$ cat config.mk
export PLATFORM = sky130hd
export DESIGN_NAME = rrc_polyphase_tx_filter
export DESIGN_NICKNAME = d
export VERILOG_FILES = /design/src/rtl/rrc_polyphase_tx_filter.sv
export SDC_FILE = /design/constraint.sdc
export NUM_CORES = 1
export LEC_CHECK = 0
export ABC_AREA = 1
export BUFFER_PORTS_ARGS = -buffer_cell sky130_fd_sc_hd__buf_2
export CORE_MARGIN = 2
export CORE_UTILIZATION = 30
export CTS_BUF_LIST = sky130_fd_sc_hd__clkbuf_8
export CTS_CLUSTER_SIZE = 10
export DETAILED_ROUTE_END_ITERATION = 8
export PLACE_DENSITY_LB_ADDON = 0.15
export SYNTH_ARGS = -nofsm -noshare
export SYNTH_HDL_FRONTEND = slang
export SYNTH_SLANG_ARGS = --single-unit
$ cat constraint.sdc
create_clock -name clock -period 6.3 [get_ports clock]
set_input_delay 0.315 -clock clock [delete_from_list [all_inputs] [get_ports clock]]
set_output_delay 0.315 -clock clock [all_outputs]
set_load 0.005 [all_outputs]
$ cat src/rtl/rrc_polyphase_tx_filter.sv
// Multi-channel polyphase pulse-shaping interpolator: one symbol per channel
// every OS accepted samples, one filtered output sample per accepted strobe.
module rrc_polyphase_tx_filter #(
  parameter int unsigned OS        = 4,
  parameter int unsigned TAPS      = 6,
  parameter int unsigned S_COEF    = 8,
  parameter int unsigned S_IN      = 2,
  parameter int unsigned N_CH      = 2,
  parameter int unsigned S_OUT     = 10,
  parameter int unsigned OUT_SHIFT = 0,
  parameter int unsigned AW        = $clog2(TAPS * OS)
) (
  input  logic                    clock,
  input  logic                    i_reset,
  input  logic                    i_enable,
  input  logic                    i_clear,
  input  logic                    i_valid,
  input  logic [N_CH*S_IN-1:0]    i_symbols,
  input  logic                    i_coef_we,
  input  logic [AW-1:0]           i_coef_addr,
  input  logic [S_COEF-1:0]       i_coef_data,
  output logic [N_CH*S_OUT-1:0]   o_data,
  output logic                    o_valid,
  output logic [N_CH-1:0]         o_sat
);

  localparam int unsigned NCOEF  = TAPS * OS;
  localparam int unsigned PW     = (OS > 1) ? $clog2(OS) : 1;
  localparam int unsigned W_FULL = S_COEF + S_IN + $clog2(TAPS) + 1;
  // One extra bit so the rounding offset can never wrap the sum
  localparam int unsigned W_ACC  = W_FULL + 1;
  localparam int unsigned RND_I  = (2 ** OUT_SHIFT) / 2;
  localparam logic signed [W_ACC-1:0] SAT_MAX = W_ACC'((2 ** (S_OUT - 1)) - 1);
  localparam logic signed [W_ACC-1:0] SAT_MIN = ~SAT_MAX;

  logic [PW-1:0]             phase_q, phase_d;
  logic signed [S_IN-1:0]    hist_q [N_CH][TAPS];
  logic signed [S_IN-1:0]    hist_d [N_CH][TAPS];
  logic signed [S_COEF-1:0]  coef_q [NCOEF];
  logic signed [S_COEF-1:0]  coef_d [NCOEF];
  logic                      acc_s1_q, acc_s1_d;
  logic [PW-1:0]             ph_s1_q, ph_s1_d;
  logic [N_CH*S_OUT-1:0]     data_q, data_d;
  logic                      valid_q, valid_d;
  logic [N_CH-1:0]           sat_q, sat_d;
  logic                      accept_c;
  logic signed [W_FULL-1:0]  sum_c;
  logic signed [W_ACC-1:0]   rnd_c;
  logic [AW-1:0]             idx_c;

  assign accept_c = i_enable & i_valid & ~i_clear;

  // Front end: phase counter, symbol history, coefficient RAM, stage-1 phase capture
  always_comb begin
    phase_d  = phase_q;
    hist_d   = hist_q;
    coef_d   = coef_q;
    acc_s1_d = accept_c;
    ph_s1_d  = phase_q;

    if (i_coef_we && (32'(i_coef_addr) < NCOEF)) begin
      coef_d[i_coef_addr] = i_coef_data;
    end

    if (i_clear) begin
      phase_d = '0;
      for (int c = 0; c < N_CH; c++) begin
        for (int k = 0; k < TAPS; k++) begin
          hist_d[c][k] = '0;
        end
      end
    end else if (!i_enable) begin
      phase_d = '0;
    end else if (i_valid) begin
      if (phase_q == '0) begin
        for (int c = 0; c < N_CH; c++) begin
          for (int k = 1; k < TAPS; k++) begin
            hist_d[c][k] = hist_q[c][k-1];
          end
          hist_d[c][0] = $signed(i_symbols[c*S_IN +: S_IN]);
        end
      end
      phase_d = (phase_q == PW'(OS - 1)) ? '0 : phase_q + PW'(1);
    end
  end

  // Front-end state registers
  always_ff @(posedge clock or negedge i_reset) begin
    if (!i_reset) begin
      phase_q  <= '0;
      acc_s1_q <= 1'b0;
      ph_s1_q  <= '0;
      for (int c = 0; c < N_CH; c++) begin
        for (int k = 0; k < TAPS; k++) begin
          hist_q[c][k] <= '0;
        end
      end
      for (int n = 0; n < NCOEF; n++) begin
        coef_q[n] <= '0;
      end
    end else begin
      phase_q  <= phase_d;
      acc_s1_q <= acc_s1_d;
      ph_s1_q  <= ph_s1_d;
      hist_q   <= hist_d;
      coef_q   <= coef_d;
    end
  end

  // Output stage: polyphase dot product, round half up, saturate; hold between strobes
  always_comb begin
    data_d  = data_q;
    sat_d   = sat_q;
    valid_d = acc_s1_q;
    sum_c   = '0;
    rnd_c   = '0;
    idx_c   = '0;
    if (acc_s1_q) begin
      for (int c = 0; c < N_CH; c++) begin
        sum_c = '0;
        for (int k = 0; k < TAPS; k++) begin
          idx_c = AW'(k * OS) + AW'(ph_s1_q);
          sum_c = sum_c + W_FULL'(coef_q[idx_c]) * W_FULL'(hist_q[c][k]);
        end
        rnd_c = ($signed(W_ACC'(sum_c)) + $signed(W_ACC'(RND_I))) >>> OUT_SHIFT;
        if (rnd_c > SAT_MAX) begin
          data_d[c*S_OUT +: S_OUT] = S_OUT'(SAT_MAX);
          sat_d[c]                 = 1'b1;
        end else if (rnd_c < SAT_MIN) begin
          data_d[c*S_OUT +: S_OUT] = S_OUT'(SAT_MIN);
          sat_d[c]                 = 1'b1;
        end else begin
          data_d[c*S_OUT +: S_OUT] = S_OUT'(rnd_c);
          sat_d[c]                 = 1'b0;
        end
      end
    end
  end

  // Output registers
  always_ff @(posedge clock or negedge i_reset) begin
    if (!i_reset) begin
      data_q  <= '0;
      valid_q <= 1'b0;
      sat_q   <= '0;
    end else begin
      data_q  <= data_d;
      valid_q <= valid_d;
      sat_q   <= sat_d;
    end
  end

  assign o_data  = data_q;
  assign o_valid = valid_q;
  assign o_sat   = sat_q;

endmodule

==> metrics.md <==
| Metric | Value |
|---|---|
| Post-synth EDFFs | `0` |
| Required @ worst endpoint | `6.79 ns` |
| Non-Filler Instances | `3062` |
| Yosys warning total | `0` |
| Die Span Y | `247.4 um` |
| Setup repair after global routing missed its margin | `yes` |
| Number of H-tree levels | `2` |
| Core footprint | `58800 um2` |
| WL per Instance | `17.92 um` |
| Area Growth Syn to Fin | `15.74%` |
| Synthesized instance count | `2165` |
| Number of clock sinks | `244` |
| Number of maximum-capacitance constraint violations | `0` |
| Worst skew pair latency | `0.64 ns` |
| Fraction of final layout cells sized beyond drive strength 1 | `10.36%` |
| Area of all sequential standard cells | `6107 um2` |
| Number of buffers on the longest clock path | `3` |
| Critical Path Start Type | `flop` |
| Wire length of the first global-routing pass | `85340 um` |
| Remaining max-slew budget at the tightest pin | `31.40%` |
| Number of buffers created by CTS | `47` |
| Power Dens Cells | `226.7 nW/um2` |
| TritonRoute pass-1 iters | `6` |
| Post-layout min period | `6.022 ns` |
| Cells taking the most area after synthesis | `dfrtp_1 34%, fa_1 21%, nand2_1 13%` |
| Via/cell ratio | `4.705` |
| Final HPWL DP | `40250 um` |
| Clock tree from TritonCTS | `yes` |
| Library cell with the highest instance count after synthesis | `nand2_1` |
| Antenna violations before repair | `2` |
| Commonest cells in the synthesized netlist | `636 x nand2_1, 339 x inv_1, 244 x dfrtp_1` |
| Area of combinational cells with multiple inputs | `10050 um2` |
| Largest clock skew in the final design | `0.02519 ns` |
| Via count of the first global-routing pass | `14724` |
| Summed negative setup slack over all endpoints | `0 ns` |
| Residual antenna-violating net count after detailed routing | `0` |
| Max frequency | `0.1661 GHz` |
| Number of inserted filler cells in the final layout | `6355` |
| Area of all placed cells without fillers | `20580 um2` |
| Floorplan die area | `61220 um2` |
| Final #Nets | `2523` |
| Total overflow reported by the global router | `0` |
| Standby leakage power | `10.14 nW` |
| GRT Resource Usage Total | `18.38%` |
| Floorplan row count | `89` |
| Number of failing setup endpoints in the final timing report | `0` |
| Largest fanout of any net on the critical path | `16` |
| Commonest register cell after synthesis | `dfrtp_1` |
| Flops & latches, synth | `244` |
| Total vias in the final route | `14408` |
| Final Wtd Congestion | `0.9023` |
| Status | `complete, no violations` |
| Fraction of registers with async set/reset | `100.0%` |
| Mapped Area | `17780 um2` |
| Initial detailed-routing violation count | `831` |
| Placement Cell Area | `19220 um2` |
| Worst VDD drop | `0.1368 mV` |
| Total of buffers placed on input and output ports | `45` |
| Initial Util | `30.24%` |
| Hold Crit Class | `in2reg` |
| Remaining design rule violation count | `0` |
| Clock slew seen by the registers of the worst setup and hold paths | `0.06 ns` |
| Post-synthesis cell type with the largest combined area | `dfrtp_1` |
| Distinct cell type count of the synthesized netlist | `31` |
| Final critical-path share of the clock period | `95.58%` |
| Final hold violation count | `0` |
| Kind of critical path | `reg2reg` |
| Slew Limit Fails | `0` |
| Synth top area share | `34.34%` |
| Slew at the pin with the worst max-slew slack | `1.028 ns` |
| Placed instance count | `2960` |
| Routed wire length | `54870 um` |
| Synth Area per Inst | `8.212 um2` |
| Die X | `247.4 um` |
| Clock root buffer | `clkbuf_8` |
| IO Count | `46` |
| Share of synthesized area occupied by flip-flops and latches | `34.34%` |
| WP data arrival | `6.51 ns` |
| Setup crit end kind | `flop` |
| Maximum number of pins on one net before global-route repair | `126` |
| Synthesized net count | `2436` |
cell families (layout without fill, tap and decap cells):
kind of cell	count (synthesis)	in the layout	share of synthesized area (%)
and+or+nand+nor	879	879	19.63
buffers and inverters	444	566	9.592
AOI/OAI and AO/OA	332	333	10.07
adders and majority gates	248	248	25.48
DFF	244	244	34.34
xor gates and xnor gates	18	18	0.8868
other	0	1	0
per-stage QoR:
stage | setup slack, ns | power, W | hold slack, ns | utilization, %
6_report | 0.2782 | 0.004664 | 0.07575 | 35.00
3_5_place_dp | 0.1149 | 0.002881 | 0.4014 | 32.69
4_1_cts | 0.09401 | 0.004710 | 0.04490 | 34.65
3_3_place_gp | 0.1242 | 0.002869 | 0.3972 | 32.69
5_1_grt | -0.005683 | 0.004951 | 0.08000 | 35.00
2_1_floorplan | 0.6439 | 0.002451 | 0.01941 | -
cells in the final DEF, fill, tap and decap left out, types with 4 or more instances in the layout:
| master | instances |
|---|---|
| a21oi_1 | 53 |
| a32o_1 | 5 |
| a32oi_1 | 4 |
| a32oi_2 | 4 |
| buf_12 | 5 |
| buf_2 | 44 |
| buf_4 | 69 |
| clkbuf_8 | 64 |
| clkinv_1 | 4 |
| dfrtp_1 | 243 |
| dlygate4sd3_1 | 9 |
| fa_1 | 189 |
| ha_1 | 56 |
| inv_1 | 351 |
| nand2_1 | 631 |
| nand2_2 | 10 |
| nand3_1 | 93 |
| nand4_1 | 6 |
| nor2_1 | 121 |
| nor3_1 | 8 |
| o21ai_0 | 237 |
| o21ai_1 | 12 |
| o22ai_1 | 7 |
| xnor2_1 | 9 |
| xor2_1 | 9 |
final timing paths:
kind	startpoint	endpoint	slack, ns	depth (start not counted)
max in group asynchronous	i_reset	coef_q[114]$_DFFE_PN0P_	4.33	3
hold / removal	i_valid	ph_s1_d[0]$_DFFE_PN0P_	0.08	5
hold reg to reg	ph_s1_d[1]$_DFFE_PN0P_	ph_s1_q[1]$_DFF_PN0_	0.41	0
setup / recovery	ph_s1_q[0]$_DFF_PN0_	o_data[14]$_DFFE_PN0P_	0.28	27
setup reg to reg	ph_s1_q[0]$_DFF_PN0_	o_data[14]$_DFFE_PN0P_	0.28	27
min in group asynchronous	i_reset	coef_q[64]$_DFFE_PN0P_	0.40	2
final cells by class:
cell class / count / area share, %
diodes: 1 / 0.01216
clock buffers: 64 / 4.281
clock inverters: 21 / 0.8817
inverters: 347 / 6.378
multi-input cells: 1478 / 48.86
flip-flops and latches: 244 / 29.68
well taps: 773 / 4.700
repair buffers: 134 / 5.205
registers in the layout, summed over array words and instances (netlist names):
signal    flops
acc_s1_q      1
coef_q      192
hist_q       24
o_data       20
o_sat         2
o_valid       1
ph_s1_d       2
ph_s1_q       2
metal layers:
layer	vias to the layer above	GRT usage (%)	part of all wire, %
li1	6845	-	-
met1	7158	24.93	46
met2	316	30.02	47
met3	89	3.071	4.5
met4	0	5.706	2.8
met5	-	0	0
what timing repair did:
| action | in CTS | in global routing |
|---|---|---|
| setup buffers | 0 | 4 |
| endpoints found under the hold margin | 130 | 0 |
| endpoints found under the setup margin | 0 | 20 |
| hold buffers | 9 | 0 |
| gates resized for setup | 0 | 29 |
report_power, final:
group,internal (W),switching [W]
logic,0.000342,0.000557
registers,0.00182,0.000156
clock network,0.00103,0.000760
total,0.00319,0.00147
worst max-delay path: stages (launching register included):
cell	delay, ns
dfrtp_2	0.54
buf_12	0.17
buf_6	0.16
nand2_1	0.08
a32oi_2	0.29
buf_4	0.19
inv_1	0.06
nor2_1	0.15
fa_1	0.47
fa_1	0.51
fa_1	0.52
fa_1	0.55
inv_1	0.06
fa_1	0.53
inv_1	0.04
ha_1	0.36
nand2_1	0.13
nand2_1	0.08
nand2_1	0.06
nand2_1	0.05
nand2_1	0.06
nand3_1	0.06
nand2_1	0.06
nand2_1	0.06
nor2_1	0.14
nand2_2	0.10
a21oi_4	0.26
a21oi_1	0.11
Power figures use the tool's default switching activity.
